==> config.mk <==
export PLATFORM = sky130hd
export DESIGN_NAME = reset_sequencer
export DESIGN_NICKNAME = d
export VERILOG_FILES = /design/src/rtl/reset_seq_pkg.sv /design/src/rtl/reset_sync_chain.sv /design/src/rtl/reset_sequencer.sv
export SDC_FILE = /design/constraint.sdc
export NUM_CORES = 1
export LEC_CHECK = 0
export BUFFER_PORTS_ARGS = -buffer_cell sky130_fd_sc_hd__buf_2
export CAP_MARGIN = 20
export CORE_MARGIN = 2
export CORE_UTILIZATION = 40
export DETAILED_ROUTE_END_ITERATION = 10
export GPL_TIMING_DRIVEN = 0
export PLACE_DENSITY = 0.62
export SYNTH_ARGS = -nofsm -noshare
export SYNTH_HDL_FRONTEND = slang
export SYNTH_HIERARCHICAL = 1
export SYNTH_SLANG_ARGS = --single-unit
==> constraint.sdc <==
create_clock -name clk -period 1.65 [get_ports clk]
set_input_delay 0.0825 -clock clk [delete_from_list [all_inputs] [get_ports clk]]
set_output_delay 0.0825 -clock clk [all_outputs]
set_load 0.01 [all_outputs]
==> src/rtl/reset_seq_pkg.sv <==
// reset_seq_pkg: shared types and helpers for the reset sequencer.
//   state_e   - FSM state encoding (ASSERTING is always present so the
//               encoding does not change with the ordered-assert build)
//   cnt_width - width of the hold/gap counter
package reset_seq_pkg;

  typedef enum logic [1:0] {
    ST_ASSERT    = 2'd0,
    ST_RELEASE   = 2'd1,
    ST_RUN       = 2'd2,
    ST_ASSERTING = 2'd3
  } state_e;

  // Bits needed to count up to the larger of the hold and gap lengths.
  function automatic int unsigned cnt_width(input int unsigned hold,
                                            input int unsigned gap);
    int unsigned m;
    m = (hold > gap) ? hold : gap;
    return $clog2(m + 1);
  endfunction

endpackage

==> src/rtl/reset_sync_chain.sv <==
// reset_sync_chain: asynchronous-assert / synchronous-deassert reset
// synchroniser.
//   clk           in  domain clock
//   async_reset_n in  asynchronous active-low reset
//   sync_reset_n  out reset deasserted STAGES clk edges after async release
module reset_sync_chain #(
  parameter int unsigned STAGES = 2
) (
  input  logic clk,
  input  logic async_reset_n,
  output logic sync_reset_n
);

  if (STAGES < 2) begin : g_bad_stages
    $error("reset_sync_chain: STAGES must be >= 2");
  end

  logic [STAGES-1:0] sync_q;

  always_ff @(posedge clk or negedge async_reset_n) begin
    if (!async_reset_n) begin
      sync_q <= '0;
    end else begin
      sync_q <= {sync_q[STAGES-2:0], 1'b1};
    end
  end

  assign sync_reset_n = sync_q[STAGES-1];

endmodule

==> src/rtl/reset_sequencer.sv <==
// reset_sequencer: synchronises board reset into the clk domain, stretches
// it for HOLD_CYCLES, then releases NUM_OUTPUTS resets one by one (bit 0
// first) GAP_CYCLES apart. A rising edge on sw_reset_req re-asserts all
// outputs and is acknowledged with a one-cycle sw_reset_ack pulse.
//   clk           in  domain clock
//   async_reset_n in  asynchronous active-low reset
//   sw_reset_req  in  software reset request (level, acted on rising edge)
//   sw_reset_ack  out one-cycle acknowledge of an accepted request
//   reset_n_out   out sequenced active-low resets
//   all_released  out every reset_n_out bit is high
//   busy          out FSM is not in RUN
// Build option: RESET_SEQ_ORDERED_ASSERT_EN - a software request drops the
// outputs in reverse order (highest bit first, GAP_CYCLES apart) instead of
// all at once.
module reset_sequencer
  import reset_seq_pkg::*;
#(
  parameter int unsigned SYNC_STAGES = 2,
  parameter int unsigned HOLD_CYCLES = 16,
  parameter int unsigned NUM_OUTPUTS = 4,
  parameter int unsigned GAP_CYCLES  = 8
) (
  input  logic                   clk,
  input  logic                   async_reset_n,
  input  logic                   sw_reset_req,
  output logic                   sw_reset_ack,
  output logic [NUM_OUTPUTS-1:0] reset_n_out,
  output logic                   all_released,
  output logic                   busy
);

  if (HOLD_CYCLES < 1 || NUM_OUTPUTS < 1 || GAP_CYCLES < 1) begin : g_bad_params
    $error("reset_sequencer: HOLD_CYCLES, NUM_OUTPUTS and GAP_CYCLES must be >= 1");
  end

  localparam int unsigned    CNT_W     = cnt_width(HOLD_CYCLES, GAP_CYCLES);
  localparam logic [CNT_W-1:0] HOLD_LAST = CNT_W'(HOLD_CYCLES - 1);
  localparam logic [CNT_W-1:0] GAP_LAST  = CNT_W'(GAP_CYCLES - 1);

  logic                   rst_n;
  state_e                 state;
  logic [CNT_W-1:0]       cnt;
  logic                   req_q;
  logic                   req_rise;
  logic [NUM_OUTPUTS-1:0] rel_next;

  reset_sync_chain #(
    .STAGES(SYNC_STAGES)
  ) u_sync (
    .clk          (clk),
    .async_reset_n(async_reset_n),
    .sync_reset_n (rst_n)
  );

  assign req_rise = sw_reset_req & ~req_q;

  // Outputs always form a run of ones from bit 0, so releasing the next
  // bit is a shift-in of a one at the bottom.
  assign rel_next = (reset_n_out << 1) | NUM_OUTPUTS'(1);

`ifdef RESET_SEQ_ORDERED_ASSERT_EN
  logic [NUM_OUTPUTS-1:0] drop_next;
  // Dropping the highest still-high bit of a low-aligned run of ones.
  assign drop_next = reset_n_out >> 1;
`endif

  always_ff @(posedge clk or negedge async_reset_n) begin
    if (!async_reset_n) begin
      state        <= ST_ASSERT;
      cnt          <= '0;
      req_q        <= 1'b0;
      sw_reset_ack <= 1'b0;
      reset_n_out  <= '0;
      all_released <= 1'b0;
      busy         <= 1'b1;
    end else begin
      req_q        <= sw_reset_req;
      sw_reset_ack <= 1'b0;
      if (req_rise) begin
        sw_reset_ack <= 1'b1;
        cnt          <= '0;
        all_released <= 1'b0;
        busy         <= 1'b1;
`ifdef RESET_SEQ_ORDERED_ASSERT_EN
        reset_n_out  <= drop_next;
        state        <= (drop_next == '0) ? ST_ASSERT : ST_ASSERTING;
`else
        reset_n_out  <= '0;
        state        <= ST_ASSERT;
`endif
      end else begin
        case (state)
          ST_ASSERT: begin
            if (rst_n) begin
              if (cnt == HOLD_LAST) begin
                cnt         <= '0;
                reset_n_out <= rel_next;
                if (rel_next == '1) begin
                  state        <= ST_RUN;
                  all_released <= 1'b1;
                  busy         <= 1'b0;
                end else begin
                  state <= ST_RELEASE;
                end
              end else begin
                cnt <= cnt + 1'b1;
              end
            end
          end
          ST_RELEASE: begin
            if (cnt == GAP_LAST) begin
              cnt         <= '0;
              reset_n_out <= rel_next;
              if (rel_next == '1) begin
                state        <= ST_RUN;
                all_released <= 1'b1;
                busy         <= 1'b0;
              end
            end else begin
              cnt <= cnt + 1'b1;
            end
          end
          ST_RUN: begin
            reset_n_out <= '1;
          end
          ST_ASSERTING: begin
`ifdef RESET_SEQ_ORDERED_ASSERT_EN
            if (cnt == GAP_LAST) begin
              cnt         <= '0;
              reset_n_out <= drop_next;
              if (drop_next == '0) begin
                state <= ST_ASSERT;
              end
            end else begin
              cnt <= cnt + 1'b1;
            end
`else
            state <= ST_ASSERT;
`endif
          end
          default: begin
            state <= ST_ASSERT;
          end
        endcase
      end
    end
  end

endmodule

; ---- Word level (Yosys, flattened, before mapping)
; Cells that the tools add are included.
[classes]
add_sub_neg = 1
bitwise_logic = 2
eq_ne = 10
muxes = 30
n_reduce_logical = 8
[ops]
columns = cell, n
row1 = $mux W5, 4
row2 = $mux W4, 4
row3 = $mux W2, 6
row4 = $pmux W4 S3, 1
row5 = $mux W1, 11
row6 = $pmux W5 S2, 1
row7 = $ne A3 B3 Y1 const B, 3
row8 = $reduce_and A4 Y1, 2
row9 = $reduce_bool A4 Y1, 2
row10 = $pmux W2 S3, 1
row11 = $add A5 B1 Y5 const B, 1
row12 = $eq A5 B3 Y1 const B, 1
row13 = $eq A5 B4 Y1 const B, 1
row14 = $reduce_and A5 Y1, 1
row15 = $eq A2 B2 Y1 const B, 2
row16 = $pmux W1 S2, 2
row17 = $eq A3 B3 Y1 const B, 1
row18 = $ne A3 B2 Y1 const B, 1
row19 = $reduce_bool A3 Y1, 1
row20 = $eq A2 B1 Y1 const B, 1
row21 = $logic_not A2 Y1, 1
row22 = $reduce_and A2 Y1, 1
row23 = $and A1 B1 Y1, 1
row24 = $not A1 Y1, 1
[word_totals]
elab_cells = 59
output_inout_bits = 7
regBits = 17
in_bits = 3

; ---- Depth between registers and ports, before layout
; Gate-level depths: netlist of the first run.
[depth]
depth_word = 6
depth_mapped = 8
mapped_depth_nobuf = 8

; ---- By module
; Netlist of the first run, hierarchy kept.
[modules_own_cells]
columns = module, area_per_inst_um2, seq_area_each_um2, n_inst, cells_per_inst
row1 = reset_sequencer, 870.8, 376.6, 1, 86
row2 = reset_sync_chain, 53.8, 50.0, 1, 3

; ---- Least setup slack after synthesis of the first run
; Ideal clock, no wire load.
[synth_path]
kind = register to register
from = register cnt[0]
to = register reset_n_out[1]
period_less_slack_ns = 1.706
setup_slack_ns = -0.056
required_time_ns = 1.556
setup_ns = 0.094
n_path_buf = 0
arrival_ns = 1.612
path_stages_with_launch = 9
path_cell_list = dfrtp_1 -> ha_1 -> nand3_1 -> inv_1 -> ha_1 -> a21boi_2 -> a211oi_4 -> nor2_1 -> a211oi_1
[synth_between]
elab_chain_cells = 3
word_cells_on_any_way = 5
cone_classes = 4 x eq/ne / 1 x reduce/logical
[synth_rtl]
columns = element, line
row1 = from (decl), reset_sequencer.sv:42  ; logic [CNT_W-1:0] cnt;
row2 = from (signal assigned), reset_sequencer.sv:106  ; cnt <= cnt + 1'b1;
row3 = from (signal assigned), reset_sequencer.sv:120  ; cnt <= cnt + 1'b1;
row4 = $eq A5 B3 Y1 / $eq A5 B4 Y1 (equally long branches), "reset_sequencer.sv:111, reset_sequencer.sv:95"
row5 = $ne A3 B3 Y1 (no source line), n/a
row6 = $reduce_and A4 Y1 (no source line) *, n/a
row7 = to (signal assigned), reset_sequencer.sv:97  ; reset_n_out <= rel_next;
row8 = to (signal assigned), reset_sequencer.sv:113  ; reset_n_out <= rel_next;
row9 = to (decl), reset_sequencer.sv:27  ; output logic [NUM_OUTPUTS-1:0] reset_n_out,
; Every way passes the cells marked *; elsewhere a longest branch is shown, timed or not.
; A chain may end at the register's enable or synchronous reset.

; ---- Final worst setup path of the first run
[layout_path]
from = register cnt[0]
to = register reset_n_out[2]
; The elaborated chain is that of the path after synthesis.

==> results of run 1 <==
## cell usage after synthesis (2+ instances only)
cell,count,share of area [%]
sky130_fd_sc_hd__a221oi_1,2,1.9
sky130_fd_sc_hd__nand3b_1,2,1.6
sky130_fd_sc_hd__inv_1,6,2.4
sky130_fd_sc_hd__nor2_1,15,6.1
sky130_fd_sc_hd__a211oi_1,3,2.4
sky130_fd_sc_hd__dfrtp_1,16,43
sky130_fd_sc_hd__a21oi_1,6,3.2
sky130_fd_sc_hd__nand3_1,5,2.7
sky130_fd_sc_hd__ha_1,7,9.5
sky130_fd_sc_hd__a22oi_1,2,1.6
sky130_fd_sc_hd__nor2b_1,2,1.4
sky130_fd_sc_hd__o21ai_0,2,1.1
sky130_fd_sc_hd__nand2_1,2,0.81
## kinds of logic (layout without fill, tap and decap cells)
logic type,Yosys count,after routing,synth area share (%)
adders and majority gates,7,7,9.47
AOI/OAI and AO/OA,21,21,17.2
other,1,1,0.406
DFF,17,17,46.1
buffers and inverters,8,35,4.06
and+or+nand+nor,34,34,21.7
muxes,1,1,1.08
## stage by stage
stage / utilization, % / setup TNS (ps) / power [mW] / cell area (sq um)
global route: 57.7 / -349 / 2.11 / 1260
detailed placement: 46.0 / -1770 / 1.32 / 1010
global placement: 46.0 / -1300 / 1.29 / 1010
floorplan: - / 0 / 1.15 / 927
finish: 57.7 / 0 / 1.98 / 1260
CTS: 54.7 / 0 / 1.81 / 1200
## layout make-up
type,instances,share of cell area (%)
Buffer,2,1.19
Clock buffer,3,1.78
Clock inverter,1,0.396
Inverter,6,1.78
Multi-Input combinational cell,64,45.4
Sequential cell,17,33.8
Tap cell,28,2.77
Timing Repair Buffer,23,12.9
## what timing repair did
| action | 4_1_cts | 5_1_grt |
|---|---|---|
| cloned | 0 | 0 |
| endpoints found under the setup margin | 13 | 10 |
| pin swaps | 6 | 6 |
| resized for setup | 13 | 12 |
| setup buffers | 10 | 2 |
| endpoints found under the hold margin | 18 | 0 |
| hold buffers | 2 | 0 |
## layer usage
| layer | routed length, microns | GRT usage, % | up-vias |
|---|---|---|---|
| met1 | 883 | 21.5 | 385 |
| met3 | 34 | 2.59 | 2 |
| met4 | 26 | 6.58 | 0 |
| met2 | 1130 | 30.2 | 10 |
| met5 | 0 | 0 | - |
| li1 | - | - | 366 |
## flip-flops by register name (all words and copies together) (netlist names)
signal         count
reset_n_out        4
cnt                5
sw_reset_ack       1
u_sync/sync_q      2
all_released       1
state              2
busy               1
req_q              1
## power groups by stage
stage / Sequential (mW) / Combinational (mW) / Clock (mW)
finish: 0.635 / 1.11 / 0.238
floorplan: 0.635 / 0.517 / 0
CTS: 0.624 / 0.941 / 0.241
global placement: 0.630 / 0.664 / 0
global route: 0.648 / 1.21 / 0.251
detailed placement: 0.636 / 0.680 / 0
## worst paths after layout
check / to / slack, ps / depth (start not counted)
hold / removal: cnt[3] / 220 / 2
max in group asynchronous: busy / 1110 / 2
min in group clk: u_sync/sync_q[1] / 360 / 0
hold reg to reg: u_sync/sync_q[1] / 360 / 0
setup / recovery: reset_n_out[2] / 10 / 9
setup reg to reg: reset_n_out[2] / 10 / 9
## critical path, stage by stage, from the launching register on
cell,delay [ps]
sky130_fd_sc_hd__dfrtp_1,430
sky130_fd_sc_hd__ha_4,180
sky130_fd_sc_hd__nand3_2,80
sky130_fd_sc_hd__inv_2,50
sky130_fd_sc_hd__ha_4,160
sky130_fd_sc_hd__a21boi_4,200
sky130_fd_sc_hd__a211oi_4,60
sky130_fd_sc_hd__buf_6,130
sky130_fd_sc_hd__buf_6,120
sky130_fd_sc_hd__a211oi_2,160
==> impl_metrics.tcl, run 1 <==
set metrics [dict create \
    switching_share_pct 39.3 \
    synth.net_count 99 \
    area_growth_pct 36.7 \
    drive_gt1_share_pct 43.1 \
    core_sq_um 2190 \
    initial_utilization_pct 42.2 \
    detailed_router_s_first_iteration_violation_count 9 \
    worstSetupStartpoint "cnt[0]" \
    power.net_switching_mw 0.778 \
    max_slew.worst_pin.slew_ps 538 \
    dpl.hpwl_microns 1300 \
    route.vias.total 763 \
    cp_data_arrival_time_ps 1870 \
    instances_no_fill 144 \
    routed_wire_length_per_instance_microns 14.4 \
    fin_crit_sh_pct 99.4 \
    placement.io_buffers 9 \
    via_per_inst 5.30 \
    yosys.cell_types.count 32 \
    worst_path_clk_slew_ps 110 \
    power_frac_clock_pct 12.0 \
    io_pins 10 \
    power_frac_seq_pct 32.1 \
    route.detailed.drc 0 \
    comb_power_share_pct 55.9 \
    cap_violations 0 \
    multiInputGateArea_sq_um 574 \
    critical_path.max_fanout 4 \
    worst_min_delay_path_class "primary input to asynchronous set/reset pin" \
    wire_length_of_the_first_global_routing_pass_microns 3460 \
    largest_vdd_supply_drop_mv 0.945 \
    antenna_cells_inserted 0 \
    layout.filler_cells 192 \
    result_of_the_run "finished, final reports clean" \
    ant_nets 0 \
    cts_root_buf "sky130_fd_sc_hd__clkbuf_4" \
    numCtsBuffers 3 \
    num-nets-final 127 \
    timing.rr.start "cnt[0]" \
    place_worst_setup_slack_ps -200 \
    finalClockSkew_ps 4.71 \
    timing_max_transition_violations_final 0 \
    fmaxAchievable_mhz 610 \
    final_period_minus_worst_setup_slack_ps 1640 \
    floorplan.die_area_sq_um 2710 \
    synth_seq_cells 17 \
    syn-mean-instance-area_sq_um 10.4 \
    detail_route.wirelength_microns 2070 \
    async_reset_ff_share_pct 100 \
    p_leak_nw 0.552 \
    final.setup.worst_slack_ps 10.1 \
    worst-endpoint-required_ps 1880 \
    grt_pass1_vias 765 \
    firstDrtPassIters 4 \
    clk-insertion-delay-late_ps 310 \
    dp_cell_count 126 \
    most_frequent_standard_cell_in_the_layout_excluding_fill_and_tap_cells "sky130_fd_sc_hd__dfrtp_1" \
    critPathKind "flip-flop to flip-flop" \
    finalHoldViolations 0 \
    globalRouteTotalUtil_pct 17.3 \
    grt_antenna_before_repair 0 \
    cts_max_path_buffers 2 \
    rows 17 \
    synth-seq-area-share_pct 46.1 \
    start_kind "flip-flop" \
    floorplan.die.height_microns 52.1 \
    endpoint_kind "flip-flop" \
    final-seq-area_sq_um 427 \
    max_slew_margin_pct 64.1 \
    global_route.overflow_total 0 \
    yosys_most_used_dff "sky130_fd_sc_hd__dfrtp_1" \
    mappedNetlistArea_sq_um 925 \
    gp_congestion 0.784 \
    power.density_nw_per_um2 1570 \
    die-width_microns 52.1 \
    setup-violations-final 0 \
    numClockSinks 17 \
    fin_worst_hold_slack_ps 221 \
    clock_tree.htree_level_count 1 \
    synth_cells 89 \
    mostFrequentLayoutCells "sky130_fd_sc_hd__dfrtp_1, sky130_fd_sc_hd__nor2_1, sky130_fd_sc_hd__buf_4" \
    grt_setup_unrepaired "true" \
    cts_tree "yes" \
    synth_warnings 6 \
    power_report.internal_total_mw 1.20 \
    grt_max_degree 18 \
    synth-edff-count 0 \
]
No activity file was read; power rests on OpenSTA's default activity.
==> run 2: changes to the inputs <==
Settings changed: CELL_PAD_IN_SITES_DETAIL_PLACEMENT set to 2, CELL_PAD_IN_SITES_GLOBAL_PLACEMENT set to 2, CORE_UTILIZATION 40 to 32, PLACE_DENSITY 0.62 to 0.73.
==> run 2 against run 1 <==
  * First-iteration DRC count shrank 89%
  * Final cell count is 2.1% higher
  * Total power up 0.48%
  * Clock skew increased by 1.5 ps
  * Via count is 1.0% higher
  * Global-route usage fell by 0.43 points
  * The flow now finishes with violations (setup timing)
  * Clock-buffer cell count stayed put
==> impl_metrics.tcl, run 2 (synthesis results as in run 1) <==
set metrics [dict create \
    die-width_microns 57.8 \
    firstDrtPassIters 4 \
    cap_violations 0 \
    fin_crit_sh_pct 100 \
    routed_wire_length_per_instance_microns 16.8 \
    core_sq_um 2760 \
    via_per_inst 5.24 \
    worst-endpoint-required_ps 1870 \
    clk-insertion-delay-late_ps 300 \
    critical_path_destination "state[1]" \
    timing.reg2reg.setup_slack_ps -8 \
    numClockSinks 17 \
    worst_min_delay_path_class "primary input to asynchronous set/reset pin" \
    violations "setup timing" \
    critPathKind "flip-flop to flip-flop" \
    detailed_router_s_first_iteration_violation_count 1 \
    grt_pass1_vias 890 \
    cts_root_buf "sky130_fd_sc_hd__clkbuf_4" \
    clock_tree.htree_level_count 1 \
    dp_cell_count 129 \
    mostFrequentLayoutCells "sky130_fd_sc_hd__dfrtp_1, sky130_fd_sc_hd__nor2_1, sky130_fd_sc_hd__buf_4" \
    initial_utilization_pct 33.5 \
    area_growth_pct 38.8 \
    final.setup.worst_slack_ps -7.98 \
    critical_path.max_fanout 10 \
    fmaxAchievable_mhz 603 \
    cts_max_path_buffers 2 \
    endpoint_kind "flip-flop" \
    grt_antenna_before_repair 0 \
    ant_nets 0 \
    met2_usage_pct 31.5 \
    num-nets-final 127 \
    setup-violations-final 1 \
    wire_length_of_the_first_global_routing_pass_microns 4240 \
    io_pins 10 \
    globalRouteTotalUtil_pct 16.9 \
    most_frequent_standard_cell_in_the_layout_excluding_fill_and_tap_cells "sky130_fd_sc_hd__dfrtp_1" \
    final_period_minus_worst_setup_slack_ps 1660 \
    placement.cell_area_sq_um 1010 \
    floorplan.die.height_microns 57.8 \
    timing.rr.start "state[0]" \
    cts_tree "yes" \
    grt_max_degree 18 \
    grt_setup_unrepaired "true" \
    antenna_cells_inserted 0 \
    grt.busiest_layer "met2" \
    route.vias.total 771 \
    largest_register_ffs 5 \
    instances_no_fill 147 \
    global_route.usage.met1_pct 19.8 \
    detail_route.wirelength_microns 2470 \
    power.density_nw_per_um2 1550 \
    top_register "cnt" \
    cp_data_arrival_time_ps 1880 \
    start_kind "flip-flop" \
    result_of_the_run "complete, but fails checks" \
    timing.rr.end "state[1]" \
    drive_gt1_share_pct 44.0 \
    placement.io_buffers 9 \
    route.detailed.drc 0 \
    fin_worst_hold_slack_ps 230 \
    post_route_standard_cell_area_excluding_fillers_sq_um 1280 \
    layout.filler_cells 284 \
    gp_congestion 0.669 \
    global_route.overflow_total 0 \
    numCtsBuffers 3 \
    largestRegisters "cnt (5), reset_n_out (4)" \
    worst_path_clk_slew_ps 110 \
    dpl.hpwl_microns 1600 \
    timing_max_transition_violations_final 0 \
    worstSetupStartpoint "state[0]" \
    finalHoldViolations 0 \
    rows 19 \
    finalClockSkew_ps 6.22 \
    met3_usage_pct 2.68 \
    largest_vdd_supply_drop_mv 0.885 \
    p_leak_nw 0.560 \
    floorplan.die_area_sq_um 3340 \
    place_worst_setup_slack_ps -247 \
    rr_worst_depth 5 \
]
==> run 2: routing by layer <==
metal | share of wire [%] | vias to the layer above
met2 | 53 | 10
met3 | 2.1 | 4
met5 | 0 | -
met4 | 1.1 | 0
li1 | - | 368
met1 | 44 | 389
==> run 2: worst min-delay path by stage <==
stage | startpoint | end | slack, ps | depth (start not counted)
4_1_cts | async_reset_n | cnt[2] | 240 | 2
3_5_place_dp | async_reset_n | cnt[4] | 40 | 1
3_3_place_gp | async_reset_n | cnt[4] | 40 | 1
5_1_grt | async_reset_n | cnt[2] | 260 | 2
6_report | async_reset_n | cnt[2] | 230 | 2
2_1_floorplan | async_reset_n | all_released | -210 | 0
==> run 2: per-stage QoR <==
step / utilization (%) / setup TNS, ps / power, mW
after floorplan: - / 0 / 1.15
after global placement: 36.7 / -1830 / 1.31
after detailed placement: 36.7 / -2220 / 1.34
after CTS: 43.4 / -227 / 1.83
after global routing: 46.6 / -774 / 2.15
final: 46.6 / -7.98 / 1.99
==> run 2: power by group <==
| group | switching [mW] | internal, mW |
|---|---|---|
| Combinational | 0.535 | 0.585 |
| Sequential | 0.112 | 0.522 |
| Clock | 0.147 | 0.0903 |
| Total | 0.793 | 1.20 |
==> run 2: layout make-up <==
cell class,count,area (sq um),area share (%)
multi-input combinational,64,582,45.3
timing repair buffer,23,168,13.1
inverter,6,22.5,1.75
clock inverter,1,5.00,0.390
sequential,17,427,33.2
tap,31,38.8,3.02
clock buffer,3,22.5,1.75
buffer,2,18.8,1.46
==> run 2: timing repair <==
action,CTS,global route
resized for setup,9,18
buffers inserted,10,2
hold endpoints to repair,17,0
endpoints found under the setup margin,13,13
pin swaps,8,4
hold buffers,2,0
==> run 2: worst max-delay path, cell delays in order (launching register included) <==
cell                      delay, ps
sky130_fd_sc_hd__dfrtp_1        430
sky130_fd_sc_hd__ha_2           210
sky130_fd_sc_hd__buf_8          150
sky130_fd_sc_hd__or3_4          370
sky130_fd_sc_hd__a211o_1        300
sky130_fd_sc_hd__a21oi_1        120
==> run 3: changes to the inputs <==
Settings changed: CELL_PAD_IN_SITES_DETAIL_PLACEMENT 2 to 1, CELL_PAD_IN_SITES_GLOBAL_PLACEMENT 2 to 1, CORE_UTILIZATION 32 to 39, PLACE_DENSITY 0.73 to 0.74.
==> run 3 against run 2 <==
  * The run still ends with setup timing left
  * Clock skew decreased by 2.1 ps
  * Clock-buffer cell count unchanged
  * Sequential share of layout area decreased by 0.13 points
  * Sequential power about the same
  * Core utilization increased by 11 points
  * Via count increased by 2.1%
  * First-iteration DRC count increased by 100%
  * Final cell count decreased by 1.4%
  * Sequential cell count unchanged
  * Setup slack got worse by 31 ps
  * Clock power increased by 2%
  * Die area decreased by 17%
  * Largest power group unchanged
==> impl_metrics.tcl, run 3 (synthesis results as in run 1) <==
set metrics [dict create \
    result_of_the_run "complete, but fails checks" \
    violations "setup timing" \
    global_route.usage.met1_pct 25.2 \
    area_growth_pct 39.4 \
    via_per_inst 5.43 \
    grt_setup_unrepaired "true" \
    power.density_nw_per_um2 1600 \
    totalPowerFinal_mw 2.06 \
    max_slew_margin_pct 60.9 \
    globalRouteTotalUtil_pct 21.4 \
    drive_gt1_share_pct 47.9 \
    floorplan.die_area_sq_um 2780 \
    ant_nets 0 \
    core_sq_um 2230 \
    mostFrequentLayoutCells "sky130_fd_sc_hd__dfrtp_1, sky130_fd_sc_hd__nor2_1, sky130_fd_sc_hd__buf_4" \
    start_kind "flip-flop" \
    endpoint_kind "flip-flop" \
    critical_path.max_fanout 3 \
    grt_antenna_before_repair 0 \
    timing.reg2reg.setup_slack_ps -40 \
    cp_data_arrival_time_ps 1920 \
    post_route_standard_cell_area_excluding_fillers_sq_um 1290 \
    largest_vdd_supply_drop_mv 1.35 \
    cts_root_buf "sky130_fd_sc_hd__clkbuf_4" \
    fin_setup_tns_ps -38.5 \
    multiInputGateArea_sq_um 588 \
    max_slew.worst_pin.slew_ps 586 \
    antenna_cells_inserted 0 \
    detail_route.wirelength_microns 2610 \
    routed_wire_length_per_instance_microns 18.0 \
    place_worst_setup_slack_ps -225 \
    postLayoutCoreUtil_pct 57.7 \
    numClockSinks 17 \
    most_frequent_standard_cell_in_the_layout_excluding_fill_and_tap_cells "sky130_fd_sc_hd__dfrtp_1" \
    route.detailed.drc 0 \
    timing_max_transition_violations_final 0 \
    largest_register_ffs 5 \
    detailed_router_s_first_iteration_violation_count 2 \
    cap_violations 0 \
    worst_path_clk_slew_ps 110 \
    io_pins 10 \
    worst-endpoint-required_ps 1880 \
    initial_utilization_pct 41.4 \
    clk-insertion-delay-late_ps 300 \
    fin_crit_sh_pct 102 \
    rr_worst_depth 5 \
    largestRegisters "cnt (5), reset_n_out (4)" \
    die-width_microns 52.7 \
    worst_min_delay_path_class "primary input to asynchronous set/reset pin" \
    rows 17 \
    placement.io_buffers 9 \
    top_register "cnt" \
    cts_tree "yes" \
    worstSetupStartpoint "state[0]" \
    grt_pass1_vias 846 \
    fin_worst_hold_slack_ps 221 \
    finalClockSkew_ps 4.16 \
    floorplan.die.height_microns 52.7 \
    dp_cell_count 126 \
    numCtsBuffers 3 \
    grt_max_degree 18 \
    critPathKind "flip-flop to flip-flop" \
    setup-violations-final 1 \
    global_route.overflow_total 0 \
    p_leak_nw 0.559 \
    gp_congestion 0.788 \
    met2_usage_pct 38.5 \
    final-seq-area_sq_um 427 \
    num-nets-final 128 \
    timing.rr.start "state[0]" \
    layout.filler_cells 247 \
    final_period_minus_worst_setup_slack_ps 1690 \
    final.setup.worst_slack_ps -38.5 \
    cts_max_path_buffers 2 \
    grt.busiest_layer "met2" \
    instances_no_fill 145 \
    met3_usage_pct 4.29 \
    firstDrtPassIters 4 \
    clock_tree.htree_level_count 1 \
    wire_length_of_the_first_global_routing_pass_microns 4080 \
    finalHoldViolations 0 \
    placement.cell_area_sq_um 1010 \
    route.vias.total 787 \
    dpl.hpwl_microns 1530 \
    fmaxAchievable_mhz 592 \
]
-- run 3: critical path, stage by stage, from the launching register on --
cell and delay (ps):
sky130_fd_sc_hd__dfrtp_1 450, sky130_fd_sc_hd__inv_2 120, sky130_fd_sc_hd__ha_4 220, sky130_fd_sc_hd__or3_4 390, sky130_fd_sc_hd__a211o_1 320, sky130_fd_sc_hd__a21oi_2 120
-- run 3: power breakdown --
group | switching, mW | total, mW | leakage, nW | internal [mW]
registers | 0.114 | 0.636 | 0.215 | 0.522
logic | 0.568 | 1.18 | 0.326 | 0.613
clock network | 0.151 | 0.242 | 0.0177 | 0.0903
-- run 3: repair_timing --
action                                 4_1_cts  5_1_grt
pin swaps                                    7       13
endpoints found under the hold margin       18        0
buffers inserted                            10        3
hold buffers                                 2        0
setup endpoints to repair                   13       13
gates cloned                                 0        0
resized for setup                           14       19
-- run 3: routing by layer --
layer | routed length, microns | vias to the layer above
li1 | - | 368
met1 | 1170 | 397
met5 | 0 | -
met2 | 1330 | 18
met3 | 73 | 4
met4 | 37 | 0
-- run 3: cell type report --
class | instances | area share [%]
Inverter | 6 | 1.75
Sequential cell | 17 | 33.1
Timing Repair Buffer | 24 | 13.5
Clock inverter | 1 | 0.388
Tap cell | 28 | 2.72
Clock buffer | 3 | 1.75
Buffer | 2 | 1.17
Multi-Input combinational cell | 64 | 45.6
-- run 3: final timing paths --
kind | end
max | state[1]
min | cnt[2]
max reg2reg | state[1]
min reg2reg | u_sync/sync_q[1]
max in group asynchronous | busy
min in group clk | u_sync/sync_q[1]
